**config.mk**
```make
export PLATFORM = sky130hd
export DESIGN_NAME = psum_serializer_flat
export DESIGN_NICKNAME = d
export VERILOG_FILES = /design/src/rtl/psum_pkg.sv /design/src/rtl/psum_serializer_if.sv /design/src/rtl/psum_vec_fifo.sv /design/src/rtl/psum_serializer.sv /design/src/flat_wrapper.sv
export SDC_FILE = /design/constraint.sdc
export NUM_CORES = 1
export LEC_CHECK = 0
export BUFFER_PORTS_ARGS = -buffer_cell sky130_fd_sc_hd__buf_2
export CORE_MARGIN = 2
export CORE_UTILIZATION = 31
export DETAILED_ROUTE_END_ITERATION = 10
export PLACE_DENSITY = 0.56
export SKIP_LAST_GASP = 1
export SLEW_MARGIN = 20
export SYNTH_ARGS = -nofsm -noshare
export SYNTH_HDL_FRONTEND = slang
export SYNTH_SLANG_ARGS = --single-unit
```
**constraint.sdc**
```tcl
create_clock -name clk -period 5.5 [get_ports clk]
set_input_delay 1.1 -clock clk [delete_from_list [all_inputs] [get_ports clk]]
set_output_delay 1.1 -clock clk [all_outputs]
set_load 0.02 [all_outputs]
```
**src/rtl/psum_pkg.sv**
```systemverilog
// Shared constants, psum types and the absolute-value helper for the psum serializer.
package psum_pkg;

    localparam int unsigned COL     = 8;
    localparam int unsigned BW      = 4;
    localparam int unsigned BW_PSUM = 2 * BW + 3;
    localparam int unsigned DEPTH   = 4;
    localparam int unsigned COL_W   = $clog2(COL);
    localparam int unsigned ABS_W   = BW_PSUM + COL_W;
    localparam int unsigned PTR_W   = $clog2(DEPTH);
    localparam int unsigned CNT_W   = $clog2(DEPTH + 1);

    typedef logic signed [BW_PSUM-1:0] psum_t;

    // Column c occupies bits [BW_PSUM*(c+1)-1 : BW_PSUM*c].
    typedef psum_t [COL-1:0] psum_vec_t;

    // Unsigned magnitude; the most negative psum maps to 2^(BW_PSUM-1), which still fits.
    function automatic logic [BW_PSUM-1:0] abs_psum(input psum_t p);
        return p[BW_PSUM-1] ? BW_PSUM'(-p) : BW_PSUM'(p);
    endfunction

endpackage

```
**src/rtl/psum_serializer_if.sv**
```systemverilog
// Capture-side vector handshake and drain-side column stream of the psum serializer.
interface psum_serializer_if
    import psum_pkg::*;
();
    psum_vec_t          psum_in;
    logic               psum_valid;
    logic               psum_ready;
    psum_t              ser_out;
    logic [COL_W-1:0]   ser_col;
    logic               ser_last;
    logic               ser_valid;
    logic               ser_ready;
    logic [ABS_W-1:0]   abs_sum;

    modport master (
        output psum_in, psum_valid, ser_ready,
        input  psum_ready, ser_out, ser_col, ser_last, ser_valid, abs_sum
    );

    modport slave (
        input  psum_in, psum_valid, ser_ready,
        output psum_ready, ser_out, ser_col, ser_last, ser_valid, abs_sum
    );
endinterface

```
**src/rtl/psum_vec_fifo.sv**
```systemverilog
// Register FIFO of whole psum vectors; not_full is registered and derived only from the occupancy.
module psum_vec_fifo
    import psum_pkg::*;
(
    input  logic             clk,
    input  logic             rst_n,
    input  logic             push,
    input  logic             pop,
    input  psum_vec_t        push_data,
    output psum_vec_t        head,
    output logic [CNT_W-1:0] count,
    output logic             not_full
);

    psum_vec_t        mem [DEPTH];
    logic [PTR_W-1:0] wr_ptr_q, wr_ptr_n;
    logic [PTR_W-1:0] rd_ptr_q, rd_ptr_n;
    logic [CNT_W-1:0] count_q, count_n;
    logic             not_full_q, not_full_n;

    // Pointer and occupancy update; DEPTH is a power of two so pointers wrap naturally.
    always_comb begin
        wr_ptr_n = wr_ptr_q;
        rd_ptr_n = rd_ptr_q;
        count_n  = count_q;
        if (push) wr_ptr_n = wr_ptr_q + PTR_W'(1);
        if (pop)  rd_ptr_n = rd_ptr_q + PTR_W'(1);
        unique case ({push, pop})
            2'b10:   count_n = count_q + CNT_W'(1);
            2'b01:   count_n = count_q - CNT_W'(1);
            default: count_n = count_q;
        endcase
        not_full_n = (count_n != CNT_W'(DEPTH));
    end

    always_ff @(posedge clk) begin
        if (!rst_n) begin
            wr_ptr_q   <= '0;
            rd_ptr_q   <= '0;
            count_q    <= '0;
            not_full_q <= 1'b0;
        end else begin
            wr_ptr_q   <= wr_ptr_n;
            rd_ptr_q   <= rd_ptr_n;
            count_q    <= count_n;
            not_full_q <= not_full_n;
        end
    end

    always_ff @(posedge clk) begin
        if (rst_n && push) mem[wr_ptr_q] <= push_data;
    end

    assign head     = mem[rd_ptr_q];
    assign count    = count_q;
    assign not_full = not_full_q;

endmodule

```
**src/rtl/psum_serializer.sv**
```systemverilog
// Buffers psum vectors and drains them one column per beat, accumulating the vector's sum of |psum|.
module psum_serializer
    import psum_pkg::*;
(
    input  logic               clk,
    input  logic               reset,
    psum_serializer_if.slave   bus
);

    psum_vec_t        head;
    logic [CNT_W-1:0] count;
    logic             not_full;
    logic             push, pop, beat, at_last, valid;
    psum_t            cur;
    logic [ABS_W-1:0] cur_abs;
    logic [COL_W-1:0] col_idx_q, col_idx_n;
    logic [ABS_W-1:0] acc_q, acc_n;

    psum_vec_fifo u_fifo (
        .clk       (clk),
        .rst_n     (reset),
        .push      (push),
        .pop       (pop),
        .push_data (bus.psum_in),
        .head      (head),
        .count     (count),
        .not_full  (not_full)
    );

    assign push    = bus.psum_valid & not_full;
    assign valid   = (count != '0);
    assign cur     = head[col_idx_q];
    assign cur_abs = ABS_W'(abs_psum(cur));
    assign at_last = (col_idx_q == COL_W'(COL - 1));
    assign beat    = valid & bus.ser_ready;

    // Column walk: the last beat of a vector pops it and restarts the accumulation.
    always_comb begin
        col_idx_n = col_idx_q;
        acc_n     = acc_q;
        pop       = 1'b0;
        if (beat) begin
            if (at_last) begin
                col_idx_n = '0;
                acc_n     = '0;
                pop       = 1'b1;
            end else begin
                col_idx_n = col_idx_q + COL_W'(1);
                acc_n     = acc_q + cur_abs;
            end
        end
    end

    always_ff @(posedge clk) begin
        if (!reset) begin
            col_idx_q <= '0;
            acc_q     <= '0;
        end else begin
            col_idx_q <= col_idx_n;
            acc_q     <= acc_n;
        end
    end

    assign bus.psum_ready = not_full;
    assign bus.ser_valid  = valid;
    assign bus.ser_out    = cur;
    assign bus.ser_col    = col_idx_q;
    assign bus.ser_last   = at_last;
    assign bus.abs_sum    = (valid && at_last) ? (acc_q + cur_abs) : '0;

endmodule
```
**src/flat_wrapper.sv**
```systemverilog
// flat-port wrapper written by rule: the top's interface ports become plain ports
module psum_serializer_flat import psum_pkg::*;
  (clk, reset, bus_psum_in, bus_psum_valid, bus_ser_ready, bus_psum_ready, bus_ser_out, bus_ser_col, bus_ser_last, bus_ser_valid, bus_abs_sum);
  psum_serializer_if bus_i ();
  input  logic clk;
  input  logic reset;
  input wire logic [$bits(bus_i.psum_in)-1:0] bus_psum_in;
  input wire logic [$bits(bus_i.psum_valid)-1:0] bus_psum_valid;
  input wire logic [$bits(bus_i.ser_ready)-1:0] bus_ser_ready;
  output wire logic [$bits(bus_i.psum_ready)-1:0] bus_psum_ready;
  output wire logic [$bits(bus_i.ser_out)-1:0] bus_ser_out;
  output wire logic [$bits(bus_i.ser_col)-1:0] bus_ser_col;
  output wire logic [$bits(bus_i.ser_last)-1:0] bus_ser_last;
  output wire logic [$bits(bus_i.ser_valid)-1:0] bus_ser_valid;
  output wire logic [$bits(bus_i.abs_sum)-1:0] bus_abs_sum;
  assign bus_i.psum_in = bus_psum_in;
  assign bus_i.psum_valid = bus_psum_valid;
  assign bus_i.ser_ready = bus_ser_ready;
  assign bus_psum_ready = bus_i.psum_ready;
  assign bus_ser_out = bus_i.ser_out;
  assign bus_ser_col = bus_i.ser_col;
  assign bus_ser_last = bus_i.ser_last;
  assign bus_ser_valid = bus_i.ser_valid;
  assign bus_abs_sum = bus_i.abs_sum;
  psum_serializer u_core (.clk(clk), .reset(reset), .bus(bus_i));
endmodule
```
==> results.toml, run 1 <==
[sta]
final.setup.worst_slack_ns = -0.436
tightestPinTransition_ns = 0.905
period_minus_slack_ns = 5.94
grt_setup_unrepaired = "yes"
timing.fmax_mhz = 168
finalMaxSlewViolations = 0
timing.final.crit_share_pct = 108
finalHoldWorstSlack_ns = 0.502
timing.slew.headroom_pct = 39.7
final.setup_skew_ns = 0.0171
report.final.hold_viol_count = 0
finalSetupViolCount = 9

[grt]
globalRouteOverflowTotal = 0
grt_start_max_net_pins = 59
first_global_vias = 8709
number_of_antenna_violations_at_the_first_check_in_global_routing = 11
grt.total_usage_pct = 14.1
grt_pass1_wl_mm = 53.7

[cells_and_area]
mostFrequentLayoutCell = "sky130_fd_sc_hd__edfxtp_1"
syn_to_final_growth_pct = 25.9
ff_latch_area_um2 = 11100
drive_gt1_share_pct = 39.3
final_cells = 1775
diodes = 0
final_cell_mix = "352 x sky130_fd_sc_hd__edfxtp_1, 114 x sky130_fd_sc_hd__buf_2, 97 x sky130_fd_sc_hd__buf_4, 77 x sky130_fd_sc_hd__mux4_2, 41 x sky130_fd_sc_hd__clkbuf_16"
multi_input_area_um2 = 4360
layout.nets = 1198
n_fill_cell = 4521

[floorplanning]
die_h_um = 227
placementRows = 81
floorplan.die.width_um = 227
die-area_um2 = 51600
core-area_um2 = 49100
io_pins = 123
initial_standard_cell_utilization_of_the_core_pct = 31.5

[yosys]
synth_cell_type_count = 55
ys_async_sr_fraction_pct = 0
most_area_hungry_cell_type_in_the_yosys_netlist = "sky130_fd_sc_hd__edfxtp_1"
main_combinational_cell_family_by_area_after_synthesis = "multiplexers"
synth_simple_gate_area_share_pct = 4.63
post_synth_inst_count = 838
synth-compound-area-share_pct = 3.93
postSynth.topFlopCell = "sky130_fd_sc_hd__edfxtp_1"
netlist_top_cells_area = "sky130_fd_sc_hd__edfxtp_1 68%, sky130_fd_sc_hd__mux4_2 11%, sky130_fd_sc_hd__dfxtp_1 3.5%, sky130_fd_sc_hd__mux2i_1 2.7%, sky130_fd_sc_hd__ha_1 1.9%"
yosysTopAreaCellShare_pct = 68.4
yosys_warnings = 0
synth-xor-area-share_pct = 1.25
synth_net_count = 955
post_synth_edffs = 352
synthesized_area_um2 = 15400
synth_mux_area_share_pct = 14.3
synth_fa_ha_area_share_pct = 2.12
seq_area_frac_synth_pct = 71.9
synth_seq_cells = 379
syn_avg_cell_area_um2 = 18.4

[clocking]
ctsRootBufferMaster = "sky130_fd_sc_hd__clkbuf_16"
clock_latency_ns = 0.55
cts_made_buffers = 40
htree_levels = 2
tritoncts_clock_tree = "done"
numClockSinks = 379
path_clk_slew_ns = 0.06
clock_path_buffers = 3

[worst_setup_path]
worst-setup-path-type = "reg -> out"
critPathArrivalTime_ns = 4.84
worstSetupStartpointType = "flip-flop"
cp_data_required_time_ns = 4.40
crit_path_max_fanout = 8
worstSetupEndpointType = "primary output"

[outcome]
status = "complete, but fails checks"
failed_checks = "negative setup slack"

[routing]
routed_wire_length_per_instance_um = 20.3
finalWirelength_mm = 36.0
via_count_normalized_by_instance_count = 4.74
drt_pre_antenna_iters = 5
postRouteAntennaNets = 0
detail_route.drc_violations = 0
drtIter0Drc = 523
route.vias.total = 8408

[place]
io_buffers = 122
dp_cells = 1663
gp_congestion = 0.788
estimated_wirelength_of_the_detail_placed_design_mm = 23.2

[power_and_ir_drop]
power_density_nw_per_um2 = 328
totalPowerFinal_mw = 6.38
maximum_vdd_drop_mv = 0.156
total_leakage_power_nw = 6.58

[job]
timing.max_cap.violations = 0

[hold_path]
timing.hold.worst.class = "reg -> reg"
==> worst paths after layout <==
| path | endpoint | startpoint | depth (start not counted) | slack, ns |
|---|---|---|---|---|
| setup / recovery | bus_abs_sum[11] | flip-flop | 17 | -0.44 |
| hold reg to reg | u_core.acc_q[0] | u_core.acc_q[0] | 2 | 0.50 |
| hold / removal | u_core.acc_q[0] | u_core.acc_q[0] | 2 | 0.50 |
| setup reg to reg | u_core.acc_q[12] | flip-flop | 22 | 0.77 |
==> cell families (layout without fill, tap and decap cells) <==
family / Yosys count / after routing
muxes: 122 / 122
buffers and inverters: 59 / 332
and+or+nand+nor: 141 / 141
adders and majority gates: 25 / 25
xor gates and xnor gates: 22 / 22
AOI/OAI and AO/OA: 90 / 90
DFF: 379 / 379
==> per-stage QoR <==
stage	cell area [um^2]	util (%)	TNS, ns	worst slack (ns)
2_1_floorplan	15500	-	0	0.00300
3_3_place_gp	17400	35.4	-0.145	-0.112
3_5_place_dp	17400	35.4	-0.243	-0.176
4_1_cts	19200	39.2	-2.72	-0.505
5_1_grt	19400	39.6	-4.23	-0.621
6_report	19400	39.6	-2.58	-0.436
==> cell usage after synthesis (all sizes together), types with 5 or more instances <==
master,number
ha,23
edfxtp,352
clkbuf,16
a31oi,5
xnor2,10
o21ai,13
inv,20
nand2,24
xor2,12
buf,22
a22oi,22
nor2b,11
nor2,43
mux4,77
a21oi,22
nand3,19
nor3,9
and3,5
mux2i,42
and2,6
dfxtp,27
==> per-layer routing <==
layer  global-route usage (%)  wire length (um)  up-vias
met5                        0                98        -
met4                     4.41               697       16
met3                     3.43              1920       61
met2                     23.0             17300      167
met1                     18.7             16000     4297
li1                         -                 -     3867
==> flip-flops by register name (all words and copies together) (netlist names), named ones only <==
signal	count
u_core.acc_q	14
u_core.bus.ser_col	3
u_core.u_fifo.count	3
u_core.u_fifo.mem	352
u_core.u_fifo.not_full	1
u_core.u_fifo.rd_ptr_q	2
u_core.u_fifo.wr_ptr_q	2
==> final cells by class <==
cell class,count,share of cell area [%]
Clock buffer,49,5.43
Clock inverter,23,1.20
Inverter,21,0.405
Multi-Input combinational cell,400,22.4
Sequential cell,379,57.2
Tap cell,664,4.27
Timing Repair Buffer,239,9.09
==> critical path, cell delays in order, from the launching register on <==
cell and delay (ns):
sky130_fd_sc_hd__dfxtp_4 0.38, sky130_fd_sc_hd__buf_12 0.13, sky130_fd_sc_hd__buf_12 0.13, sky130_fd_sc_hd__mux4_2 0.51
sky130_fd_sc_hd__mux4_2 0.49, sky130_fd_sc_hd__mux2i_1 0.16, sky130_fd_sc_hd__buf_4 0.18, sky130_fd_sc_hd__nor2_4 0.05
sky130_fd_sc_hd__a21oi_2 0.13, sky130_fd_sc_hd__ha_1 0.25, sky130_fd_sc_hd__a21o_1 0.16, sky130_fd_sc_hd__a21o_1 0.19
sky130_fd_sc_hd__a2111o_1 0.44, sky130_fd_sc_hd__a2111oi_4 0.41, sky130_fd_sc_hd__o31a_1 0.26, sky130_fd_sc_hd__xor2_1 0.16
sky130_fd_sc_hd__nor2_1 0.05, sky130_fd_sc_hd__buf_4 0.17
==> what timing repair did <==
item                                    in CTS  in global routing
hold buffers                                 0                  0
resized for setup                           56                 36
endpoints found under the setup margin       9                  9
pin swaps                                   29                 38
gates cloned                                 3                  0
setup buffers                               26                 12
==> report_power, final <==
part	switching, mW	internal (mW)	total [mW]
Sequential	0.0166	3.19	3.21
Clock	1.10	1.56	2.66
Combinational	0.279	0.229	0.509
Power figures use the tool's default switching activity.
==> run 2: changes to the inputs <==
--- a/config.mk
+++ b/config.mk
@@ -11,7 +11,6 @@
 export DETAILED_ROUTE_END_ITERATION = 10
 export PLACE_DENSITY = 0.56
 export SKIP_LAST_GASP = 1
-export SLEW_MARGIN = 20
 export SYNTH_ARGS = -nofsm -noshare
 export SYNTH_HDL_FRONTEND = slang
 export SYNTH_SLANG_ARGS = --single-unit
==> constraint.sdc (replaced) <==
create_clock -name clk -period 5.04 [get_ports clk]
set_input_delay 1.008 -clock clk [delete_from_list [all_inputs] [get_ports clk]]
set_output_delay 1.008 -clock clk [all_outputs]
set_load 0.02 [all_outputs]
==> run 2 against run 1 <==
Net effect: the flow still finishes with violations (negative setup slack); cell count rose by 1.9%; largest cell class unchanged; first-iteration DRC count rose by 16%; total power rose by 5.9%.
==> results.toml, run 2 (synthesis results as in run 1) <==
[hold_path]
worst_hold_path.endpoint = "u_core.u_fifo.wr_ptr_q[1]"
hold_start = "u_core.u_fifo.not_full"
min_path_cells = 2
timing.hold.worst.class = "reg -> reg"

[worst_setup_path]
worstSetupEndpointType = "primary output"
worst-setup-path-type = "reg -> out"
reg2regPathDepth = 22
reg2reg_slack_ns = 0.15
critPathArrivalTime_ns = 4.78
regToRegEndpoint = "u_core.acc_q[13]"
cp_data_required_time_ns = 4.03
worstSetupStartpointType = "flip-flop"
crit_path_max_fanout = 6

[outcome]
failed_checks = "negative setup slack"
status = "complete, but fails checks"

[floorplanning]
placementRows = 81
core-area_um2 = 49100
die-area_um2 = 51600
initial_standard_cell_utilization_of_the_core_pct = 31.5
die_h_um = 227
io_pins = 123
floorplan.die.width_um = 227

[sta]
tightestPinTransition_ns = 0.852
finalHoldWorstSlack_ns = 0.507
timing.fmax_mhz = 173
finalMaxSlewViolations = 0
finalSetupViolCount = 10
final.setup.worst_slack_ns = -0.744
timing.final.crit_share_pct = 115
grt_setup_unrepaired = "yes"
final.setup_skew_ns = 0.0157
period_minus_slack_ns = 5.78
timing.slew.headroom_pct = 43.0
fin_setup_tns_ns = -5.43
report.final.hold_viol_count = 0

[grt]
globalRouteOverflowTotal = 0
grt_pass1_wl_mm = 53.5
number_of_antenna_violations_at_the_first_check_in_global_routing = 17
grt.total_usage_pct = 14.0
first_global_vias = 8722
grt_start_max_net_pins = 48

[clocking]
clock_latency_ns = 0.54
cts_made_buffers = 39
hold_buffers = 0
numClockSinks = 379
htree_levels = 2
clock_path_buffers = 3
path_clk_slew_ns = 0.06
ctsRootBufferMaster = "sky130_fd_sc_hd__clkbuf_16"
tritoncts_clock_tree = "done"

[cells_and_area]
final_cell_area_um2 = 19900
final_cell_mix = "352 x sky130_fd_sc_hd__edfxtp_1, 121 x sky130_fd_sc_hd__buf_4, 111 x sky130_fd_sc_hd__buf_2, 77 x sky130_fd_sc_hd__mux4_2, 39 x sky130_fd_sc_hd__clkbuf_16"
syn_to_final_growth_pct = 28.6
biggestRegsByFlops = "u_core.u_fifo.mem: 352 flops, u_core.acc_q: 14 flops"
regMostFlops = "u_core.u_fifo.mem"
mostFrequentLayoutCell = "sky130_fd_sc_hd__edfxtp_1"
drive_gt1_share_pct = 42.5
n_fill_cell = 4428
layout.nets = 1230
number_of_flip_flops_under_the_largest_register_name = 352

[place]
io_buffers = 122
gp_congestion = 0.813
placed_cell_area_um2 = 17700
estimated_wirelength_of_the_detail_placed_design_mm = 23.0

[power_and_ir_drop]
power_density_nw_per_um2 = 340
totalPowerFinal_mw = 6.76
total_leakage_power_nw = 6.76
maximum_vdd_drop_mv = 0.187

[routing]
finalWirelength_mm = 35.9
detail_route.drc_violations = 0
drtIter0Drc = 608
via_count_normalized_by_instance_count = 4.73
postRouteAntennaNets = 0
route.vias.total = 8543
routed_wire_length_per_instance_um = 19.8
drt_pre_antenna_iters = 5

[job]
timing.max_cap.violations = 0
run 2: worst max-delay path by stage:
stage          startpoint              end  slack [ns]
6_report        flip-flop  bus_abs_sum[13]       -0.74
5_1_grt         flip-flop  bus_abs_sum[11]       -0.98
4_1_cts         flip-flop  bus_abs_sum[10]       -0.80
3_3_place_gp    flip-flop  bus_abs_sum[12]       -0.37
3_5_place_dp    flip-flop  bus_abs_sum[12]       -0.41
2_1_floorplan   flip-flop  bus_abs_sum[13]       -0.17
run 2: final cells by class:
class / instances / area, um^2 / share of cell area, %
Clock buffer: 49 / 1010 / 5.10
Timing Repair Buffer: 272 / 2160 / 10.9
Tap cell: 664 / 831 / 4.18
Sequential cell: 379 / 11100 / 56.0
Inverter: 21 / 78.8 / 0.397
Antenna cell: 5 / 12.5 / 0.0630
Clock inverter: 18 / 120 / 0.605
Multi-Input combinational cell: 400 / 4530 / 22.8
run 2: report_power, final:
| part | internal, mW | switching [mW] |
|---|---|---|
| Combinational | 0.312 | 0.329 |
| Sequential | 3.49 | 0.0192 |
| Clock | 1.47 | 1.14 |
| Total | 5.27 | 1.49 |
run 2: per-layer routing:
layer  share of wire, %  global-route usage [%]  up-vias
met5               0.34                       0        -
met4                2.2                    3.96       22
met3                6.8                    4.28       74
met2                 47                    22.2      177
met1                 44                    18.5     4334
li1                   -                       -     3936
run 2: repair_timing:
action                     4_1_cts  5_1_grt
gates resized for setup         79       39
setup endpoints to repair       11       11
pin swaps                       30       41
setup buffers                   28       10
gates cloned                     4        0
run 2: through the flow:
step,worst slack [ns],util [%],std cells
6_report,-0.744,40.5,1808
5_1_grt,-0.975,40.5,1803
4_1_cts,-0.798,39.9,1797
3_5_place_dp,-0.405,36.2,1699
3_3_place_gp,-0.365,36.2,1699
2_1_floorplan,-0.171,-,838
run 2: critical path: stages, from the launching register on:
cell and delay [ns]:
sky130_fd_sc_hd__dfxtp_4 0.40, sky130_fd_sc_hd__buf_12 0.11, sky130_fd_sc_hd__buf_12 0.11, sky130_fd_sc_hd__buf_16 0.12, sky130_fd_sc_hd__mux4_2 0.49, sky130_fd_sc_hd__mux2i_1 0.13
sky130_fd_sc_hd__nor2_1 0.07, sky130_fd_sc_hd__a211o_1 0.30, sky130_fd_sc_hd__inv_2 0.10, sky130_fd_sc_hd__ha_4 0.20, sky130_fd_sc_hd__nor2_4 0.07, sky130_fd_sc_hd__a21oi_2 0.05
sky130_fd_sc_hd__ha_1 0.27, sky130_fd_sc_hd__a21o_1 0.16, sky130_fd_sc_hd__a21o_1 0.17, sky130_fd_sc_hd__a2111o_1 0.44, sky130_fd_sc_hd__a2111oi_4 0.40, sky130_fd_sc_hd__o31a_1 0.20
sky130_fd_sc_hd__buf_6 0.13, sky130_fd_sc_hd__o21ai_2 0.06, sky130_fd_sc_hd__a21oi_2 0.14, sky130_fd_sc_hd__buf_6 0.14
==> run 3: changes to the inputs <==
--- a/config.mk
+++ b/config.mk
@@ -13,4 +13,5 @@
 export SKIP_LAST_GASP = 1
 export SYNTH_ARGS = -nofsm -noshare
 export SYNTH_HDL_FRONTEND = slang
+export SYNTH_HIERARCHICAL = 1
 export SYNTH_SLANG_ARGS = --single-unit
==> run 3 against run 2 <==
Net effect: largest power group unchanged; the flow still finishes with violations (negative setup slack); sequential cell count did not move; critical endpoint unchanged; sequential power rose by 1%; worst setup slack got worse by 0.042 ns; cell count fell by 6.6%; cell area fell by 1.2%; critical path type unchanged.
==> results.toml, run 3 <==
[outcome]
status = "complete, but fails checks"
failed_checks = "negative setup slack"

[hold_path]
hold_start = "u_core/acc_q[0]"
timing.hold.worst.class = "reg -> reg"
min_path_cells = 2
worst_hold_path.endpoint = "u_core/acc_q[0]"

[worst_setup_path]
regToRegEndpoint = "u_core/acc_q[12]"
critPathArrivalTime_ns = 4.82
cpMostUsedCell = "sky130_fd_sc_hd__buf_4"
path_buf_inv = 4
cell_family_with_most_cp_delay = "multiplexers"
cp_cell_sequence = "clkbuf_16 > mux4_2 > mux4_2 > mux2_4 > buf_4 > nor3_4 > buf_4 > a31oi_2 > xnor2_2 > ha_1 > o21ai_0 > nand2b_1 > a21oi_1 > a21o_1 > or4_4 > nand2_2 > buf_4"
crit_path_top_delay_cell = "sky130_fd_sc_hd__mux4_2"
cp_data_required_time_ns = 4.03
worstSetupEndpointType = "primary output"
reg2reg_slack_ns = 0.40
crit_path_max_fanout = 6
worst-setup-path-type = "reg -> out"
worstSetupStartpointType = "flip-flop"
cp_slowest_stage_delay_ns = 0.51
reg2regPathDepth = 18

[yosys]
most_used_standard_cell_by_instance_count_after_synthesis = "sky130_fd_sc_hd__edfxtp_1"
synth_cell_type_count = 57
syn_avg_cell_area_um2 = 20.6
post_synth_edffs = 352
yosys_warnings = 6
yosysTopAreaCellShare_pct = 68.5
post_synth_inst_count = 750
synthesized_area_um2 = 15400
postSynth.topFlopCell = "sky130_fd_sc_hd__edfxtp_1"
ys_async_sr_fraction_pct = 0
synth_seq_cells = 379
synth_net_count = 865
most_area_hungry_cell_type_in_the_yosys_netlist = "sky130_fd_sc_hd__edfxtp_1"
seq_area_frac_synth_pct = 72.0
netlist_top_cells_area = "sky130_fd_sc_hd__edfxtp_1 68%, sky130_fd_sc_hd__mux4_2 16%, sky130_fd_sc_hd__dfxtp_1 3.5%, sky130_fd_sc_hd__ha_1 1.7%, sky130_fd_sc_hd__xnor2_1 0.79%"
post_synth_most_frequent_cells = "352 x sky130_fd_sc_hd__edfxtp_1, 108 x sky130_fd_sc_hd__mux4_2, 27 x sky130_fd_sc_hd__dfxtp_1, 27 x sky130_fd_sc_hd__nor2_1, 21 x sky130_fd_sc_hd__ha_1"

[grt]
grt_start_max_net_pins = 54
globalRouteOverflowTotal = 0
grt.total_usage_pct = 14.0
number_of_antenna_violations_at_the_first_check_in_global_routing = 12
first_global_vias = 8256
grt_pass1_wl_mm = 52.6

[cells_and_area]
biggestRegsByFlops = "u_core/u_fifo/mem: 352 flops, u_core/acc_q: 14 flops"
regMostFlops = "u_core/u_fifo/mem"
multi_input_area_um2 = 4440
final_cell_area_um2 = 19600
n_fill_cell = 4467
syn_to_final_growth_pct = 27.2
drive_gt1_share_pct = 46.4
final_cell_mix = "352 x sky130_fd_sc_hd__edfxtp_1, 111 x sky130_fd_sc_hd__buf_2, 109 x sky130_fd_sc_hd__mux4_2, 81 x sky130_fd_sc_hd__buf_4, 45 x sky130_fd_sc_hd__clkbuf_16"
layout.nets = 1104
ff_latch_area_um2 = 11100
mostFrequentLayoutCell = "sky130_fd_sc_hd__edfxtp_1"
final_core_utilization_pct = 40.0
number_of_flip_flops_under_the_largest_register_name = 352

[clocking]
hold_buffers = 0
tritoncts_clock_tree = "done"
clock_latency_ns = 0.55
cts_made_buffers = 42
numClockSinks = 379
clock_path_buffers = 3
htree_levels = 2
path_clk_slew_ns = 0.06
ctsRootBufferMaster = "sky130_fd_sc_hd__clkbuf_16"

[place]
io_buffers = 122
estimated_wirelength_of_the_detail_placed_design_mm = 24.1
gp_congestion = 0.803
placed_cell_area_um2 = 17500

[floorplanning]
die-area_um2 = 51600
core-area_um2 = 49100
io_pins = 123
die_h_um = 227
floorplan.die.width_um = 227
initial_standard_cell_utilization_of_the_core_pct = 31.5
placementRows = 81

[routing]
drtIter0Drc = 619
drt_pre_antenna_iters = 5
route.vias.total = 8014
detail_route.drc_violations = 0
via_count_normalized_by_instance_count = 4.74
routed_wire_length_per_instance_um = 21.5
postRouteAntennaNets = 0
finalWirelength_mm = 36.3

[sta]
tightestPinTransition_ns = 0.899
finalMaxSlewViolations = 0
final.setup.worst_slack_ns = -0.786
timing.final.crit_share_pct = 116
grt_setup_unrepaired = "yes"
final.setup_skew_ns = 0.0104
timing.slew.headroom_pct = 39.9
finalHoldWorstSlack_ns = 0.500
finalSetupViolCount = 12
timing.fmax_mhz = 172
period_minus_slack_ns = 5.83
report.final.hold_viol_count = 0

[power_and_ir_drop]
maximum_vdd_drop_mv = 0.232
power_density_nw_per_um2 = 368
total_leakage_power_nw = 6.57

[job]
timing.max_cap.violations = 0
run 3: changes by cell type after synthesis, moves of 7 or more:
cell,change
sky130_fd_sc_hd__mux2i_1,-35
sky130_fd_sc_hd__a22oi_1,-20
sky130_fd_sc_hd__nand3_1,-14
sky130_fd_sc_hd__mux4_2,+31
sky130_fd_sc_hd__nor2_1,-16
sky130_fd_sc_hd__buf_1,-7
sky130_fd_sc_hd__nand2_1,-8
sky130_fd_sc_hd__buf_2,+10
run 3: worst max path at each step:
| stage | depth (start not counted) | endpoint | start |
|---|---|---|---|
| 2_1_floorplan | 19 | bus_abs_sum[13] | flip-flop |
| 5_1_grt | 19 | bus_abs_sum[13] | flip-flop |
| 6_report | 17 | bus_abs_sum[13] | flip-flop |
| 3_5_place_dp | 18 | bus_abs_sum[8] | flip-flop |
| 4_1_cts | 17 | bus_abs_sum[13] | flip-flop |
| 3_3_place_gp | 14 | bus_abs_sum[13] | flip-flop |
run 3: timing repair:
item	4_1_cts	5_1_grt
setup buffers	18	12
endpoints found under the hold margin	0	0
endpoints found under the setup margin	12	12
pin swaps	20	29
gates resized for setup	47	55
cloned	2	2
run 3: per-layer routing:
layer / GRT usage, % / share of wire, % / up-vias
met3: 3.47 / 5.2 / 57
met5: 0 / 0.16 / -
met4: 4.87 / 2.3 / 10
met2: 22.3 / 48 / 169
met1: 18.6 / 44 / 4182
li1: - / - / 3596
run 3: per-stage QoR:
stage	setup slack, ns	cells	TNS (ns)	power, mW
final	-0.786	1689	-6.67	7.23
after global routing	-0.966	1684	-8.59	7.48
after CTS	-0.790	1674	-6.44	7.23
after detailed placement	-0.275	1581	-1.89	4.14
after global placement	-0.250	1581	-1.73	4.14
after floorplan	-0.0300	750	-0.0738	3.89
run 3: logic make-up (layout without fill, tap and decap cells):
group,count (synthesis),in the layout,synth area share (%)
compound gates,54,54,2.29
xor+xnor,24,24,1.36
mux,122,122,17.2
simple gates,91,91,3.26
buf+inv,57,327,1.97
fa+ha+maj,23,23,1.96
flops,379,379,72.0
other cells,0,5,0
run 3: area by class of cell:
type | count | area share, %
Antenna cell | 5 | 0.0637
Sequential cell | 379 | 56.7
Clock buffer | 54 | 5.69
Multi-Input combinational cell | 314 | 22.6
Tap cell | 664 | 4.23
Inverter | 21 | 0.427
Clock inverter | 21 | 1.17
Timing Repair Buffer | 231 | 9.15
run 3: report_power, final:
part	total [mW]	internal (mW)	switching [mW]
Sequential	3.54	3.51	0.0251
Clock	3.02	1.82	1.20
Combinational	0.675	0.324	0.351
Total	7.23	5.66	1.57
run 3: worst reg2reg max path, stage by stage, from the launching register on:
cell and delay [ns]:
sky130_fd_sc_hd__dfxtp_4 0.45, sky130_fd_sc_hd__clkbuf_16 0.19, sky130_fd_sc_hd__mux4_2 0.51, sky130_fd_sc_hd__mux4_2 0.47, sky130_fd_sc_hd__mux2_4 0.31, sky130_fd_sc_hd__buf_4 0.18, sky130_fd_sc_hd__nor3_4 0.23, sky130_fd_sc_hd__buf_4 0.15
sky130_fd_sc_hd__a31oi_2 0.11, sky130_fd_sc_hd__xnor2_2 0.22, sky130_fd_sc_hd__ha_1 0.28, sky130_fd_sc_hd__buf_4 0.14, sky130_fd_sc_hd__a21o_1 0.18, sky130_fd_sc_hd__a21o_1 0.17, sky130_fd_sc_hd__a2bb2oi_1 0.12, sky130_fd_sc_hd__o21ai_1 0.12
sky130_fd_sc_hd__buf_4 0.15, sky130_fd_sc_hd__or3b_2 0.43, sky130_fd_sc_hd__a31oi_1 0.16
